File: config.mk
export PLATFORM = sky130hd
export DESIGN_NAME = operate_sequencer
export DESIGN_NICKNAME = d
export VERILOG_FILES = /design/src/rtl/operate_sequencer.sv
export SDC_FILE = /design/constraint.sdc
export NUM_CORES = 1
export LEC_CHECK = 0
export CELL_PAD_IN_SITES_DETAIL_PLACEMENT = 1
export CELL_PAD_IN_SITES_GLOBAL_PLACEMENT = 1
export CORE_ASPECT_RATIO = 0.75
export CORE_UTILIZATION = 34
export CTS_CLUSTER_DIAMETER = 30
export DETAILED_ROUTE_END_ITERATION = 8
export PLACE_DENSITY = 0.81
export SLEW_MARGIN = 5
export SYNTH_ARGS = -nofsm -noshare
export SYNTH_HDL_FRONTEND = slang
export SYNTH_SLANG_ARGS = --single-unit
File: constraint.sdc
create_clock -name clk -period 2.3 [get_ports clk]
set_clock_uncertainty 0.2 [all_clocks]
set_input_delay 0.46 -clock clk [delete_from_list [all_inputs] [get_ports clk]]
set_output_delay 0.46 -clock clk [all_outputs]
set_load 0.02 [all_outputs]
File: src/rtl/operate_sequencer.sv
// Multi-cycle sequencer for PDP-8 operate (group 1/2/3) microinstructions.
// Define MQ_EN to build the MQ register and group 3 execution; otherwise group 3 is a NOP.
module operate_sequencer #(
  parameter int WORD_W     = 12,
  parameter bit HLT_STICKY = 1'b1
) (
  input  logic              clk,
  input  logic              rst_n,
  input  logic              start,
  input  logic [11:0]       instr,
  input  logic [WORD_W-1:0] ac_in,
  input  logic              l_in,
  input  logic [WORD_W-1:0] pc_in,
  input  logic [WORD_W-1:0] sw_reg,
  input  logic              clear_halt,
  output logic [11:0]       dec_ireg,
  output logic [WORD_W-1:0] dec_ac,
  output logic              dec_l,
  input  logic [WORD_W-1:0] ac_micro,
  input  logic              l_micro,
  input  logic              skip,
  input  logic              micro_g1,
  input  logic              micro_g2,
  input  logic              micro_g3,
  output logic              busy,
  output logic              done,
  output logic [WORD_W-1:0] ac_out,
  output logic              l_out,
  output logic [WORD_W-1:0] pc_out,
  output logic              halt,
  output logic              illegal,
  output logic [WORD_W-1:0] mq_out
);

  typedef enum logic [1:0] {IDLE, ISSUE, CAPTURE, COMMIT} state_t;

  state_t            state;
  logic              ill_r;
  logic [WORD_W-1:0] pc_r;
  logic [WORD_W-1:0] acm_r;
  logic              lm_r, skip_r, g1_r, g2_r, g3_r;

  logic [WORD_W-1:0] ac_next, pc_next;
  logic              l_next, hlt_cmd;

`ifdef MQ_EN
  logic [WORD_W-1:0] mq_r, mq_next, t_val;
  assign mq_out = mq_r;
`else
  assign mq_out = '0;
`endif

  // Commit values are derived from the held decoder inputs, so skip/CLA/OSR see pre-instruction AC/L.
  always_comb begin
    ac_next = dec_ac;
    l_next  = dec_l;
    pc_next = pc_r + WORD_W'(1);
    hlt_cmd = 1'b0;
`ifdef MQ_EN
    mq_next = mq_r;
    t_val   = dec_ireg[7] ? '0 : dec_ac;
`endif
    if (!ill_r) begin
      if (g1_r) begin
        ac_next = acm_r;
        l_next  = lm_r;
      end else if (g2_r) begin
        ac_next = (dec_ireg[7] ? '0 : dec_ac) | (dec_ireg[2] ? sw_reg : '0);
        if (skip_r)
          pc_next = pc_r + WORD_W'(2);
        hlt_cmd = dec_ireg[1];
      end else if (g3_r) begin
`ifdef MQ_EN
        case ({dec_ireg[6], dec_ireg[4]})
          2'b11: begin ac_next = mq_r;         mq_next = t_val; end
          2'b10: begin ac_next = t_val | mq_r;                  end
          2'b01: begin ac_next = '0;           mq_next = t_val; end
          default: ac_next = t_val;
        endcase
`endif
      end
    end
  end

  always_ff @(posedge clk or negedge rst_n) begin
    if (!rst_n) begin
      state    <= IDLE;
      ill_r    <= 1'b0;
      pc_r     <= '0;
      acm_r    <= '0;
      lm_r     <= 1'b0;
      skip_r   <= 1'b0;
      g1_r     <= 1'b0;
      g2_r     <= 1'b0;
      g3_r     <= 1'b0;
      dec_ireg <= '0;
      dec_ac   <= '0;
      dec_l    <= 1'b0;
      busy     <= 1'b0;
      done     <= 1'b0;
      illegal  <= 1'b0;
      halt     <= 1'b0;
      ac_out   <= '0;
      l_out    <= 1'b0;
      pc_out   <= '0;
`ifdef MQ_EN
      mq_r     <= '0;
`endif
    end else begin
      done    <= 1'b0;
      illegal <= 1'b0;
      // A halting commit wins over a simultaneous clear_halt.
      if (state == COMMIT && hlt_cmd)
        halt <= 1'b1;
      else if (clear_halt || !HLT_STICKY)
        halt <= 1'b0;

      case (state)
        IDLE: begin
          if (start && !halt) begin
            dec_ireg <= instr;
            dec_ac   <= ac_in;
            dec_l    <= l_in;
            pc_r     <= pc_in;
            busy     <= 1'b1;
            if (instr[11:9] != 3'o7) begin
              ill_r <= 1'b1;
              state <= COMMIT;
            end else begin
              ill_r <= 1'b0;
              state <= ISSUE;
            end
          end
        end
        ISSUE: state <= CAPTURE;
        CAPTURE: begin
          acm_r  <= ac_micro;
          lm_r   <= l_micro;
          skip_r <= skip;
          g1_r   <= micro_g1;
          g2_r   <= micro_g2;
          g3_r   <= micro_g3;
          state  <= COMMIT;
        end
        COMMIT: begin
          ac_out  <= ac_next;
          l_out   <= l_next;
          pc_out  <= pc_next;
          done    <= 1'b1;
          illegal <= ill_r;
          busy    <= 1'b0;
`ifdef MQ_EN
          mq_r    <= mq_next;
`endif
          state   <= IDLE;
        end
      endcase
    end
  end

endmodule

# [Word level (Yosys, flattened, before mapping)]
# Cells that the tools add are included.
[word_totals] ff_bits=85 inputBits=70 word_cells=58
[classes] add_sub_neg=2 n_eq_ne=5 muxes=24 n_bitwise=1 reduce_logical=8
[ops] operator="two-way mux 12 bit" n=9
[ops] operator="adder 12 x 1 -> 12 bit, second input constant" n=1
[ops] operator="adder 12 x 2 -> 12 bit, second input constant" n=1
[ops] operator="OR 12 bit" n=1
[ops] operator="two-way mux 1 bit" n=11
[ops] operator="one-hot mux 2 bit (4 select lines)" n=1
[ops] operator="equality test 2 bit, second input constant" n=2
[ops] operator="two-way mux 2 bit" n=2
[ops] operator="AND reduction 2 bit" n=2
[ops] operator="nonzero test 2 bit" n=2
[ops] operator="inequality test 3 bit, second input constant" n=1
[ops] operator="equality test 2 x 1 -> 1 bit, second input constant" n=1
[ops] operator="logical AND 1 bit" n=2
[ops] operator="zero test 2 bit" n=1
[ops] operator="inequality test 2 bit, second input constant" n=1
[ops] operator="one-hot mux 1 bit (2 select lines)" n=1
[ops] operator="zero test 1 bit" n=1

# [Depth between registers and ports, before layout]
# Gate-level depths: netlist of the first run.
[logic_depth] depth_word=5 mapped_depth=6 ltp_nobuf=6

# [Worst setup path after synthesis of the first run]
# No wires, ideal clock.
[synth_timing] kind="flip-flop to flip-flop" from="register g1_r" to="register pc_out[8]" setup_time_ns=0.124 arrival_ns=1.594 path_slack_ns=0.382 stages_incl_launch_ff=6 path_buffers=1 path_cell_list="dfrtp_1 -> nor4bb_1 -> buf_4 -> mux2i_2 -> a21boi_0 -> o31a_1"
[synth_between] elab_chain_cells=2
[synth_lines] element="start, declared" line_no="41" text="logic lm_r, skip_r, g1_r, g2_r, g3_r;"
[synth_lines] element="start signal, assigned" line_no="140" text="g1_r <= micro_g1;"
[synth_lines] element="two-way mux 12 bit" line_no="64" text="if (g1_r) begin"
[synth_lines] element="two-way mux 12 bit" line_no="63" text="if (!ill_r) begin"
[synth_lines] element="end signal, assigned" line_no="148" text="pc_out <= pc_next;"
[synth_lines] element="end, declared" line_no="29" text="output logic [WORD_W-1:0] pc_out,"
# No other way between the ends.
# A chain may end at the register's enable or synchronous reset.

# [Final worst setup path of the first run]
# Same ends and word-level chain as after synthesis.

==> impl_results.md, run 1 <==
- Worst relative slew slack: between 60% and 70%
- Post-synth ARST share: 100.0%
- Core Box Area: between 10000 and 15000 sq um
- Fin crit period: 2.122 ns
- Ys Warns: 0
- Most frequent cells in the layout: clkdlybuf4s50_1 (121), dfrtp_1 (85), mux2_2 (55)
- Placed Cells: 573
- Clock sinks: 85
- Commonest non-fill, non-tap cell in the layout: clkdlybuf4s50_1
- Vias per std cell: 4.951
- Residual DRC count: 0
- Mean post-synth cell area: 11.76 sq um
- Reg area: 2127 sq um
- Worst R2R Setup Slack: about 0.18 ns
- Nets: approximately 530
- Vias in the first global route: around 3200
- Register area share after synthesis: 56.33%
- FMAX: around 0.47 GHz
- Drt pass-1 iters: 4
- ANT nets after route: 0
- Global Route Usage Sum: 19.18%
- Area after DPL: 5167 sq um
- P_int: 5.344 mW
- Sequential share of power: ~34%
- Hold Path Class: register to register
- Worst Tran Pin Value: between 0.5 and 0.6 ns
- Final Slew Violations: 0
- Worst R2R Path Depth: 5
- VDD IR max: about 590 uV
- Critical Path RT: 2.32 ns
- Area Overhead vs Synth: 46.16%
- EDFF count, synth: 0
- Share of cells above drive strength 1: 19.60%
- Initial antenna violation count: 0
- Largest net degree at the start of global routing: 39
- RR Endpoint: pc_out[8]
- Final period utilization: 92.24%
- Hold Path Stages: 1
- Gate power share: 46.5%
- Ant. Diodes: 0
- Root buf cell: clkbuf_16
- Hpwl dp: 7488 um
- Htree depth: 3
- Port Buffer Count: 122
- Die W: between 100 and 150 um
- Gate Count Post-Synth: about 320
- Setup crit start: g1_r
- Setup TNS: 0 ns
- Max Root-Sink Buffers: 2
- Starting Density: 35.86%
- PD cells: 1530 nW/um^2
- GPL Wtd Cong: approximately 0.75
- CTS tree: yes
- Synth Register Bits: 85
- Reg-to-Reg Start: g1_r
- Status: complete, no violations
- Clock Power Share: between 10% and 20%
- Synthesized cell area: about 3800 sq um
- Post-route insts no fill: 590
- Die H: 93.27 um
- Drt first-iter violations: 76
- Switching part of the total: 36.70%
- TritonCTS Buffers: 9
- Global route total overflow: 0
- Fill cell count: 1117
- Critical Path End Type: register
- FP Rows: 32
- Final hold violations: 0
- Total power: between 8 and 9 mW
- Critical path arrival: 2.14 ns
- Top FF cell, synth: dfrtp_1
- Via Count: 2921
- First-pass GRT wire length: between 15000 and 20000 um
- Leakage: 2.316 nW
- Final setup violation count: 0
- Worst setup path endpoint: pc_out[8]
- DIE AREA: 11540 sq um
- Synth cell types: 38
- RSZ-0062 raised after global routing: no
- Clock Pin Slew Worst Setup and Hold Paths: 0.06 ns
- CP Launch Type: register
- Hold WS: between 0.3 and 0.4 ns
- Worst-Skew Late Latency: 0.33 ns
- Multi-input logic area: between 1500 and 2000 sq um
- Final instance area: 5519 sq um
- Max FO, Critical Path: 10
- Max cap viols: 0
- Sw power: 3.098 mW
- Drt total wl: 10370 um
- Avg WL per Cell: 17.58 um
- CP Class: register to register
- Ports: 136
[final cells by class]
class | instances | share of cell area (%)
Multi-Input combinational cell | 212 | 27.50
Timing Repair Buffer | 134 | 24.21
Sequential cell | 85 | 38.54
Tap cell | 136 | 3.083
Clock inverter | 4 | 1.723
Clock buffer | 12 | 4.466
Inverter | 7 | 0.4761
[metal layers]
metal / vias to the layer above / wire, um / share of wire [%] / GRT usage [%]
met5: - / 0 / 0 / 0
met4: 0 / 99 / 0.95 / 5.020
met3: 8 / 461 / 4.4 / 4.634
met2: 78 / 5213 / 50 / 32.96
met1: 1480 / 4594 / 44 / 23.95
li1: 1355 / - / - / -
[sequential cells by signal, indices dropped and copies added, names as in the netlist]
| register | flops |
|---|---|
| busy | 1 |
| pc_r | 12 |
| dec_ac | 12 |
| lm_r | 1 |
| ac_out | 12 |
| skip_r | 1 |
| g1_r | 1 |
| halt | 1 |
| l_out | 1 |
| state | 2 |
| done | 1 |
| ill_r | 1 |
| pc_out | 12 |
| dec_l | 1 |
| acm_r | 12 |
| g2_r | 1 |
| illegal | 1 |
| dec_ireg | 12 |
[stage by stage]
| stage | worst slack (ns) | util [%] |
|---|---|---|
| 6_report | 0.1785 | 52.41 |
| 5_1_grt | 0.03205 | 52.41 |
| 4_1_cts | 0.1504 | 52.41 |
| 3_5_place_dp | 0.1859 | 49.07 |
| 3_3_place_gp | 0.2619 | 49.07 |
| 2_1_floorplan | 0.3823 | - |
[critical path, stage by stage, from the launching register on]
cell,delay (ns)
dfrtp_1,0.42
nor4bb_2,0.32
buf_4,0.24
mux2i_2,0.36
a21boi_0,0.16
o31a_1,0.29
[repair_timing]
action	CTS	global route
endpoints found under the setup margin	0	0
hold buffers	1	0
endpoints found under the hold margin	36	0
gates resized for setup	0	0
setup buffers	0	0
[power by group through the flow]
| stage | Sequential, mW | Clock [mW] | Combinational, mW |
|---|---|---|---|
| floorplan | 3.32 | 0 | 1.75 |
| global placement | 2.82 | 0 | 3.84 |
| detailed placement | 2.88 | 0 | 3.96 |
| CTS | 2.86 | 1.70 | 3.99 |
| global route | 2.96 | 1.76 | 4.26 |
| finish | 2.85 | 1.66 | 3.93 |
[worst min-delay path by stage]
stage,to,slack [ns],from
floorplan,ac_out[0],-0.04,rst_n
global placement,dec_ireg[6],0.27,rst_n
detailed placement,dec_ireg[4],0.28,rst_n
CTS,acm_r[11],0.31,acm_r[11]
global route,acm_r[7],0.32,acm_r[7]
finish,pc_out[0],0.31,pc_out[0]
[cell families after synthesis]
| group | count (synthesis) | synth area share [%] |
|---|---|---|
| DFF | 85 | 56.33 |
| and+or+nand+nor | 74 | 8.980 |
| muxes | 59 | 17.56 |
| AOI/OAI and AO/OA | 54 | 8.549 |
| buffers and inverters | 35 | 4.870 |
| xor gates and xnor gates | 7 | 1.624 |
| adders and majority gates | 6 | 1.988 |
| other | 1 | 0.09931 |
[synthesized netlist by cell type (6+ instances only)]
cell | count | area share, %
dfrtp_1 | 85 | 56
buf_4 | 13 | 2.6
a21oi_1 | 22 | 2.9
nand2_1 | 30 | 3.0
inv_1 | 6 | 0.60
mux2_2 | 55 | 16
a31oi_1 | 15 | 2.5
ha_1 | 6 | 2.0
nor2_1 | 22 | 2.2
o21ai_0 | 7 | 0.93
clkbuf_1 | 8 | 0.80
No activity file was read; power rests on OpenSTA's default activity.
==> run 2: changes to the inputs <==
- CTS_CLUSTER_SIZE: unset -> 10
- GPL_ROUTABILITY_DRIVEN: unset -> 0
- PLACE_DENSITY: 0.81 -> 0.9
==> run 2 against run 1 <==
Final area fell by 0.48%; sequential power barely moved; wire length rose by 0.43%; first-iteration DRC count rose by 21%; non-clock buffer count did not move; largest power group unchanged; highest routed layer unchanged.
==> impl_results.md, run 2 (synthesized netlist as in run 1, its figures left out) <==
- PD cells: 1519 nW/um^2
- Nets: ~530
- Placed Cells: 573
- Final period utilization: 91.76%
- Max Root-Sink Buffers: 2
- Core Box Area: about 11000 sq um
- Fin crit period: 2.111 ns
- Final Slew Violations: 0
- Ant. Diodes: 0
- Setup TNS: 0 ns
- Gate power share: around 47%
- Starting Density: 35.86%
- Port Buffer Count: 122
- Clock sinks: 85
- Sequential share of power: 34.2%
- Max FO, Critical Path: 10
- Worst Tran Pin Value: 0.5779 ns
- Critical Path RT: 2.31 ns
- WL met1: 4464 um
- Post-cts gate resize count: 0
- Initial antenna violation count: 0
- Commonest non-fill, non-tap cell in the layout: clkdlybuf4s50_1
- Final instance area: 5493 sq um
- Clock Power Share: between 10% and 20%
- TritonCTS Buffers: 9
- Global route total overflow: 0
- CP Class: register to register
- Final setup violation count: 0
- Met2 wire length: 5279 um
- Final hold violations: 0
- Drt pass-1 iters: 4
- Global Route Usage Sum: 19.41%
- Worst relative slew slack: 61.48%
- DR WL met3: 503 um
- DIE AREA: approximately 12000 sq um
- Multi-input logic area: 1518 sq um
- Max cap viols: 0
- RSZ-0062 raised after global routing: no
- Critical Path End Type: register
- Area after DPL: 5167 sq um
- Final Core Density: between 50 and 60%
- Reg area: 2127 sq um
- Share of cells above drive strength 1: roughly 20%
- Total power: between 8 and 9 mW
- Fill cell count: 1123
- Ports: 136
- Avg WL per Cell: 17.68 um
- Hpwl dp: 7895 um
- CTS tree: yes
- Hold WS: 0.3070 ns
- ANT nets after route: 0
- Htree depth: 3
- Critical path arrival: about 2.1 ns
- FMAX: 0.4738 GHz
- Clock Pin Slew Worst Setup and Hold Paths: 0.06 ns
- CP Launch Type: register
- Die W: 123.7 um
- Setup WS pre-CTS: 0.1788 ns
- Root buf cell: clkbuf_16
- Residual DRC count: 0
- Final worst slack: 0.1894 ns
- Vias per std cell: 4.963
- Status: complete, no violations
- VDD IR max: between 600 and 700 uV
- Max Used Layer: met4
- Die H: slightly above 90 um
- Drt first-iter violations: 92
- Area Overhead vs Synth: 45.46%
- Hold Path Class: register to register
- First-pass GRT wire length: 16930 um
- Worst-Skew Late Latency: 0.33 ns
- P_int: 5.235 mW
- Most frequent cells in the layout: clkdlybuf4s50_1 (121), dfrtp_1 (85), mux2_2 (55)
- Vias in the first global route: 3259
- FP Rows: 32
- Sw power: 3.108 mW
- Switching part of the total: around 37%
- Largest net degree at the start of global routing: 44
- Leakage: 2.301 nW
- Post-route insts no fill: 589
- Drt total wl: ~10000 um
- Via Count: about 2900
-- run 2: final cells by class --
class	count	area share (%)
multi-input cells	212	27.63
well taps	136	3.098
inverters	7	0.4784
repair buffers	134	24.33
clock inverters	4	1.321
flip-flops and latches	85	38.72
clock buffers	11	4.419
-- run 2: repair_timing --
action                                 CTS  global route
setup buffers                            0             0
endpoints found under the hold margin   41             0
hold buffers                             1             0
-- run 2: power groups by stage --
stage | combinational [mW] | clock (mW) | sequential, mW
after CTS | 4.01 | 1.57 | 2.87
final | 3.95 | 1.54 | 2.86
after global routing | 4.30 | 1.63 | 2.97
after floorplan | 1.75 | 0 | 3.32
after detailed placement | 3.99 | 0 | 2.88
after global placement | 3.84 | 0 | 2.81
-- run 2: path summary, 6_finish.rpt --
kind,end,depth (start not counted),slack [ns],from
worst max register to register,pc_out[8],5,0.19,g1_r
min in group asynchronous,dec_ireg[3],2,0.52,rst_n
worst max-delay path,pc_out[8],5,0.19,g1_r
worst min-delay path,acm_r[9],1,0.31,acm_r[9]
worst min register to register,acm_r[9],1,0.31,acm_r[9]
max in group asynchronous,acm_r[2],3,0.79,rst_n
-- run 2: metal layers --
metal	global-route usage [%]	up-vias
li1	-	1357
met1	24.06	1469
met2	32.55	84
met3	5.549	13
met4	5.924	0
met5	0	-
-- run 2: worst max-delay path, stage by stage, from the launching register on --
cell and delay (ns):
dfrtp_1 0.43, nor4bb_2 0.34, buf_4 0.25, mux2i_2 0.34, a21boi_0 0.14, o31a_1 0.29
